--- src/rtl/uart_tx_port.sv ---
// uart_tx_port: memory-mapped 8N1 serial transmitter with a 4-entry byte FIFO.
// Word map from BASE_ADDR: +0 TXDATA (write), +1 STATUS, +2 BAUD_DIV.
module uart_tx_port #(
    parameter logic [8:0]  BASE_ADDR  = 9'h1F0,
    parameter logic [15:0] BAUD_RESET = 16'd433,
    parameter int          FIFO_DEPTH = 4
) (
    input  logic        clk,
    input  logic        reset,
    input  logic        read_write,
    input  logic [8:0]  addr,
    input  logic [15:0] data_in,
    output logic [15:0] data_out,
    output logic        tx,
    output logic        busy
);

    localparam logic [8:0] ADDR_TXDATA = BASE_ADDR;
    localparam logic [8:0] ADDR_STATUS = BASE_ADDR + 9'd1;
    localparam logic [8:0] ADDR_BAUD   = BASE_ADDR + 9'd2;
    localparam logic [2:0] FULL_COUNT  = 3'(FIFO_DEPTH);

    typedef enum logic [1:0] {IDLE, START, DATA, STOP} state_t;

    state_t      state, state_next;
    logic [15:0] baud_div;
    logic [15:0] bit_cnt;
    logic [2:0]  bit_idx;
    logic [7:0]  shift;
    logic [7:0]  fifo_mem [FIFO_DEPTH];
    logic [1:0]  wr_ptr, rd_ptr;
    logic [2:0]  count;
    logic        overflow;
    logic        empty, full, bit_end, pop, push;
    logic        wr_txdata, wr_status, wr_baud;
    logic [15:0] status;

    assign empty     = (count == 3'd0);
    assign full      = (count == FULL_COUNT);
    assign bit_end   = (bit_cnt == 16'd0);
    assign wr_txdata = read_write && (addr == ADDR_TXDATA);
    assign wr_status = read_write && (addr == ADDR_STATUS);
    assign wr_baud   = read_write && (addr == ADDR_BAUD);
    // A pop on the same edge frees a slot, so a write to a full FIFO still lands.
    assign push      = wr_txdata && (!full || pop);
    assign busy      = (state != IDLE) || !empty;
    assign status    = {9'b0, overflow, count, empty, full, busy};

    always_comb begin
        data_out = 16'h0000;
        if (!read_write) begin
            if (addr == ADDR_STATUS)
                data_out = status;
            else if (addr == ADDR_BAUD)
                data_out = baud_div;
        end
    end

    always_ff @(posedge clk or posedge reset) begin
        if (reset)
            state <= IDLE;
        else
            state <= state_next;
    end

    always_comb begin
        state_next = state;
        pop        = 1'b0;
        tx         = 1'b1;
        case (state)
            IDLE: begin
                if (!empty) begin
                    pop        = 1'b1;
                    state_next = START;
                end
            end
            START: begin
                tx = 1'b0;
                if (bit_end)
                    state_next = DATA;
            end
            DATA: begin
                tx = shift[0];
                if (bit_end && (bit_idx == 3'd7))
                    state_next = STOP;
            end
            STOP: begin
                if (bit_end) begin
                    if (!empty) begin
                        pop        = 1'b1;
                        state_next = START;
                    end else begin
                        state_next = IDLE;
                    end
                end
            end
            default: state_next = IDLE;
        endcase
    end

    // Bit timer reloads from baud_div only at a bit boundary, so a divider
    // change never shortens the bit in progress.
    always_ff @(posedge clk or posedge reset) begin
        if (reset) begin
            bit_cnt <= 16'd0;
            bit_idx <= 3'd0;
        end else if (pop) begin
            bit_cnt <= baud_div;
            bit_idx <= 3'd0;
        end else if (state != IDLE) begin
            if (bit_end) begin
                bit_cnt <= baud_div;
                if (state == DATA)
                    bit_idx <= bit_idx + 3'd1;
            end else begin
                bit_cnt <= bit_cnt - 16'd1;
            end
        end
    end

    always_ff @(posedge clk) begin
        if (push)
            fifo_mem[wr_ptr] <= data_in[7:0];
        if (pop)
            shift <= fifo_mem[rd_ptr];
        else if ((state == DATA) && bit_end)
            shift <= {1'b0, shift[7:1]};
    end

    always_ff @(posedge clk or posedge reset) begin
        if (reset) begin
            wr_ptr   <= 2'd0;
            rd_ptr   <= 2'd0;
            count    <= 3'd0;
            overflow <= 1'b0;
            baud_div <= BAUD_RESET;
        end else begin
            if (push)
                wr_ptr <= wr_ptr + 2'd1;
            if (pop)
                rd_ptr <= rd_ptr + 2'd1;
            case ({push, pop})
                2'b10:   count <= count + 3'd1;
                2'b01:   count <= count - 3'd1;
                default: count <= count;
            endcase
            if (wr_txdata && full && !pop)
                overflow <= 1'b1;
            else if (wr_status && data_in[6])
                overflow <= 1'b0;
            if (wr_baud)
                baud_div <= data_in;
        end
    end

endmodule

--- config.mk ---
export PLATFORM = sky130hd
export DESIGN_NAME = uart_tx_port
export DESIGN_NICKNAME = d
export VERILOG_FILES = /design/src/rtl/uart_tx_port.sv
export SDC_FILE = /design/constraint.sdc
export NUM_CORES = 1
export LEC_CHECK = 0
export ABC_AREA = 1
export BUFFER_PORTS_ARGS = -buffer_cell sky130_fd_sc_hd__buf_2
export CAP_MARGIN = 20
export CORE_ASPECT_RATIO = 1.2
export CORE_MARGIN = 5
export CORE_UTILIZATION = 53
export CTS_CLUSTER_DIAMETER = 100
export DETAILED_ROUTE_END_ITERATION = 16
export GPL_TIMING_DRIVEN = 0
export PLACE_DENSITY = 0.83
export SLEW_MARGIN = 20
export SYNTH_ARGS = -nofsm -noshare
export SYNTH_HDL_FRONTEND = slang
export SYNTH_SLANG_ARGS = --single-unit
export TNS_END_PERCENT = 20
--- constraint.sdc ---
create_clock -name clk -period 6.8 [get_ports clk]
set_input_delay 0.68 -clock clk [delete_from_list [all_inputs] [get_ports clk]]
set_output_delay 0.68 -clock clk [all_outputs]
set_load 0.03 [all_outputs]
-- Word-level counts from Yosys, hierarchy flattened
Memories as Yosys holds them, arrays and structs flattened.
Cells that the tools add are included.
- add/sub/neg operators: 6
- reduce and logical (&&, ||, !) cells: 26
- eq/ne operators: 14
- mux-type cells: 27
- operators by type and width (cell ; count):
    16-bit two-way mux ; 6
    9-bit == test (second input constant) ; 3
    16-bit zero test ; 1
    8-bit two-way mux ; 2
    16-bit by 1-bit subtractor with 16-bit output (second input constant) ; 1
    2-bit nonzero test ; 7
    3-bit two-way mux ; 4
    1-bit logical AND ; 9
    2-bit two-way mux ; 4
    2-bit != test (second input constant) ; 4
    2-bit case mux with 4 select lines ; 1
    1-bit two-way mux ; 7
    3-bit by 1-bit adder with 3-bit output (second input constant) ; 2
    2-bit == test (second input constant) ; 3
    3-bit == test (second input constant) ; 2
    3-bit case mux with 2 select lines ; 1
    2-bit by 1-bit adder with 2-bit output (second input constant) ; 2
    2-bit by 1-bit == test with 1-bit output (second input constant) ; 2
    1-bit case mux with 2 select lines ; 2
    4-bit AND reduction ; 1
    1-bit zero test ; 3
    3-bit zero test ; 1
    3-bit AND reduction ; 1
    3-bit by 1-bit subtractor with 3-bit output (second input constant) ; 1
    other kinds (2) ; 3
- logic and storage cells: 83
- output and inout port bits: 18
- RAM bits: 32
- bits in registers: 53
- bits of input ports: 28
- memories kept: 1
- memory list (memory ; depth ; bits a word ; read ports ; clocked after Yosys merged registers in ; write ports ; RTL line ; RTL):
    fifo_mem ; 4 ; 8 ; 1 ; 0 ; 1 ; 30 ; logic [7:0] fifo_mem [FIFO_DEPTH];

-- Longest topological paths before layout
- depth after elaboration: 8
- gate-level depth with buffers: 13

-- Worst setup path before layout
OpenSTA, ideal clock, no wires.
- kind: input to output
- start: input addr[5]
- end: output data_out[6]
- arrival time: 2.161 ns
- stages: 8
- setup slack: 3.959 ns
- path buffers: 2
- cells stage by stage: nand2_1 -> nor2_1 -> nand3b_1 -> or2_1 -> buf_2 -> or2_1 -> buf_6 -> o22ai_1
- cells in the longest elaborated chain, start to end: 4
- elaborated cells between the ends (all ways): 5
- ends and longest elaborated chain (element ; RTL line ; RTL):
    start: declaration ; 11 ; input logic [8:0] addr,
    9-bit == test ; 54 ; else if (addr == ADDR_BAUD)
    16-bit two-way mux ; 54 ;
    16-bit two-way mux (*) ; 52 ; if (addr == ADDR_STATUS)
    16-bit two-way mux (*) ; 51 ; if (!read_write) begin
    end: declaration ; 13 ; output logic [15:0] data_out,
Every way passes the cells marked *; elsewhere a longest branch is shown, timed or not.

-- Final worst setup path
Ends and elaborated chain as after synthesis.

==> summary.md <==
| Metric | Value |
|---|---|
| Reg clk slew, reported paths | 0.09 ns |
| Syn nets | between 500 and 600 |
| Ports | between 40 and 50 |
| Status | complete, no violations |
| Initial core utilization | 0.5390 |
| Top_reg_cell synth | edfxtp_1 |
| Core area | approximately 8100 um2 |
| Hold_ws | ~0.34 ns |
| Slew Viols, Final | 0 |
| # hold bufs at CTS | 0 |
| Area share of the largest cell type after synthesis | 0.2748 |
| Final setup viols | 0 |
| CTS Buffer Depth | 2 |
| Number of core rows | 36 |
| EDFF count, synth | 40 |
| I/O Buffers | between 40 and 50 |
| RePlAce Congestion | between 0.9 and 1 |
| Crit path launch type | input pin |
| Final HPWL DP | between 7000 and 8000 um |
| Post-DR vias/cell | approximately 5.5 |
| CP Class | input pin to output pin |
| Die Y | approximately 110 um |
| Max_slew headroom | 0.4621 |
| Fin nets | between 500 and 600 |
| P_leak | around 2.2 nW |
| WP data arrival | ~2.3 ns |
| Cell taking the most area after synthesis | edfxtp_1 |
| Synth Instances | roughly 480 |
| Clk sinks | 85 |
| Cells after DPL | 616 |
| Total number of vias | 3449 |
| Avg WL per Cell | 15.46 um |
| Grt ovf | 0 |
| Worst Setup End Kind | output pin |
| Global-route wire length before repair | around 16000 um |
| Synthesized area | ~4400 um2 |
| RSZ-0062 raised after global routing | no |
| Final Skew | slightly below 0.006 ns |
| Min-delay worst type | input pin to async pin |
| Tightest Pin Transition | around 0.80 ns |
| Worst VDD drop | roughly 150 uV |
| Synth warn | 0 |
| Routed WL | roughly 9800 um |
| Top post-synthesis cells by count | nand2_1 (95), nor2_1 (76), inv_1 (54) |
| Setup TNS after final layout | 0 ns |
| Seq/Total Area, Yosys | 0.5339 |
| First-pass detailed-route iteration total | 5 |
| CTS buffer count | 9 |
| Period utilization | 0.4414 |
| Top area cells in the synthesized netlist | edfxtp_1 (27%), dfrtp_1 (23%), nand2_1 (8.2%) |
| Vias in the first global route | 3308 |
| Area growth syn-to-layout | 12.83% |
| Die width | about 93 um |
| Max Cap Viol | 0 |
| R2R depth | 10 |
| Fin crit period | between 3 and 4 ns |
| Worst reg-to-reg setup slack | around 4.1 ns |
| Dpl ws | between 3 and 4 ns |
| Syn_area_per_cell | approximately 9.2 um2 |
| CP required | approximately 6.1 ns |
| Clock root buffer | clkbuf_8 |
| Initial antenna violation count | 0 |
| Yosys cell types | 36 |
| Max Clk Rate | ~0.33 GHz |
| Share of cells above drive strength 1 | 0.1862 |
| TritonCTS clock tree | yes |
| Post-CTS Setup Repair Bufs | 0 |
| Total GRT Usage | 0.2026 |
| Reg2reg start | bit_cnt[0] |
| Final count of hold timing violations | 0 |
| Die area | 10170 um2 |
| Final WS setup | roughly 3.8 ns |
| Clk_lat worst skew | 0.37 ns |
| Cell Pwr Density | 207.7 nW/um2 |
| Largest net degree at the start of global routing | 24 |
| Antenna diode count | 0 |
| RR Endpoint | fifo_mem[3][6] |
| Top-count cell post-synth | nand2_1 |
| CP max FO | 10 |
| Post-Layout Cell Count | ~630 |
| Cts repair resizes | 0 |
| Drc violations | 0 |
| Final ANT Viol Nets | 0 |
| Drt initial violations | approximately 280 |
| Htree depth | 3 |
| Flops & latches, synth | between 80 and 90 |
| Synth async-reset ratio | 0.5294 |
placed cells by master (no fill, tap or decap), types with 5 or more instances in the layout:
cell      Yosys  layout
o211ai_1      7       7
buf_2         4      48
nand2_1      95      95
o21ai_0      31      31
xor2_1        8       8
clkbuf_8      0       9
o32ai_1       6       6
inv_1        54      53
nor2_1       76      76
dfstp_2       5       5
clkbuf_1      5       6
nor2_2        5       5
a21oi_1      21      21
dfrtp_1      40      40
ha_1         12      12
nand3_1      13      13
edfxtp_1     40      40
o22ai_1      10      10
buf_6         5       5
cells by family (layout without fill, tap and decap cells):
group	after synthesis	count (layout)	share of synthesized area
and+or+nand+nor	208	208	0.2058
DFF	85	85	0.5339
AOI/OAI and AO/OA	80	80	0.1054
buffers and inverters	72	133	0.07329
adders and majority gates	13	13	0.03893
xor gates and xnor gates	11	11	0.02205
muxes	7	7	0.02061
per-layer routing:
layer / wire [um] / vias up / part of all wire / GRT usage
met4: 332 / 0 / 0.034 / 0.09529
li1: - / 1680 / - / -
met3: 687 / 28 / 0.070 / 0.04654
met1: 3916 / 1612 / 0.40 / 0.2476
met5: 0 / - / 0 / 0
met2: 4837 / 129 / 0.49 / 0.3412
worst max-delay path, stage by stage:
cell	delay [ns]
buf_2	0.07
nand2_1	0.04
nor2_1	0.17
nand3b_1	0.11
or2_1	0.22
buf_2	0.16
or2_1	0.27
buf_6	0.16
o22ai_1	0.19
buf_2	0.25
worst max path at each step:
stage / startpoint / endpoint / slack (ns) / cells after the start
4_1_cts: addr[5] / data_out[6] / 3.80 / 10
5_1_grt: addr[5] / data_out[6] / 3.71 / 10
6_report: addr[5] / data_out[6] / 3.80 / 10
2_1_floorplan: addr[5] / data_out[6] / 3.96 / 8
3_3_place_gp: addr[5] / data_out[6] / 3.86 / 10
3_5_place_dp: addr[5] / data_out[6] / 3.81 / 10
metrics by stage:
step	cell area, um2	power [W]	util
2_1_floorplan	4370	0.0006490	-
3_3_place_gp	4710	0.0006737	0.5809
3_5_place_dp	4737	0.0006810	0.5843
4_1_cts	4931	0.001029	0.6082
5_1_grt	4931	0.001066	0.6082
6_report	4931	0.001024	0.6082
area by class of cell:
| type | instances | area (um2) |
|---|---|---|
| well taps | 95 | 118.9 |
| fillers | 684 | 3177 |
| clock buffers | 11 | 152.6 |
| flip-flops and latches | 85 | 2333 |
| multi-input cells | 319 | 1717 |
| inverters | 56 | 210.2 |
| repair buffers | 45 | 247.7 |
| plain buffers | 16 | 110.1 |
| clock inverters | 5 | 41.29 |
report_power, final:
| part | total, W | switching [W] | internal [W] | leakage (nW) |
|---|---|---|---|---|
| combinational | 0.0000836 | 0.0000501 | 0.0000334 | 1.32 |
| clock | 0.000352 | 0.000193 | 0.000159 | 0.0970 |
| sequential | 0.000588 | 0.0000263 | 0.000562 | 0.821 |
| total | 0.00102 | 0.000270 | 0.000754 | 2.24 |
state kept, by name (all words and copies together) (netlist names):
register,cells
baud_div,16
bit_cnt,16
bit_idx,3
count,3
fifo_mem,32
overflow,1
rd_ptr,2
shift,8
state,2
wr_ptr,2
(Power assumes the default switching activity.)
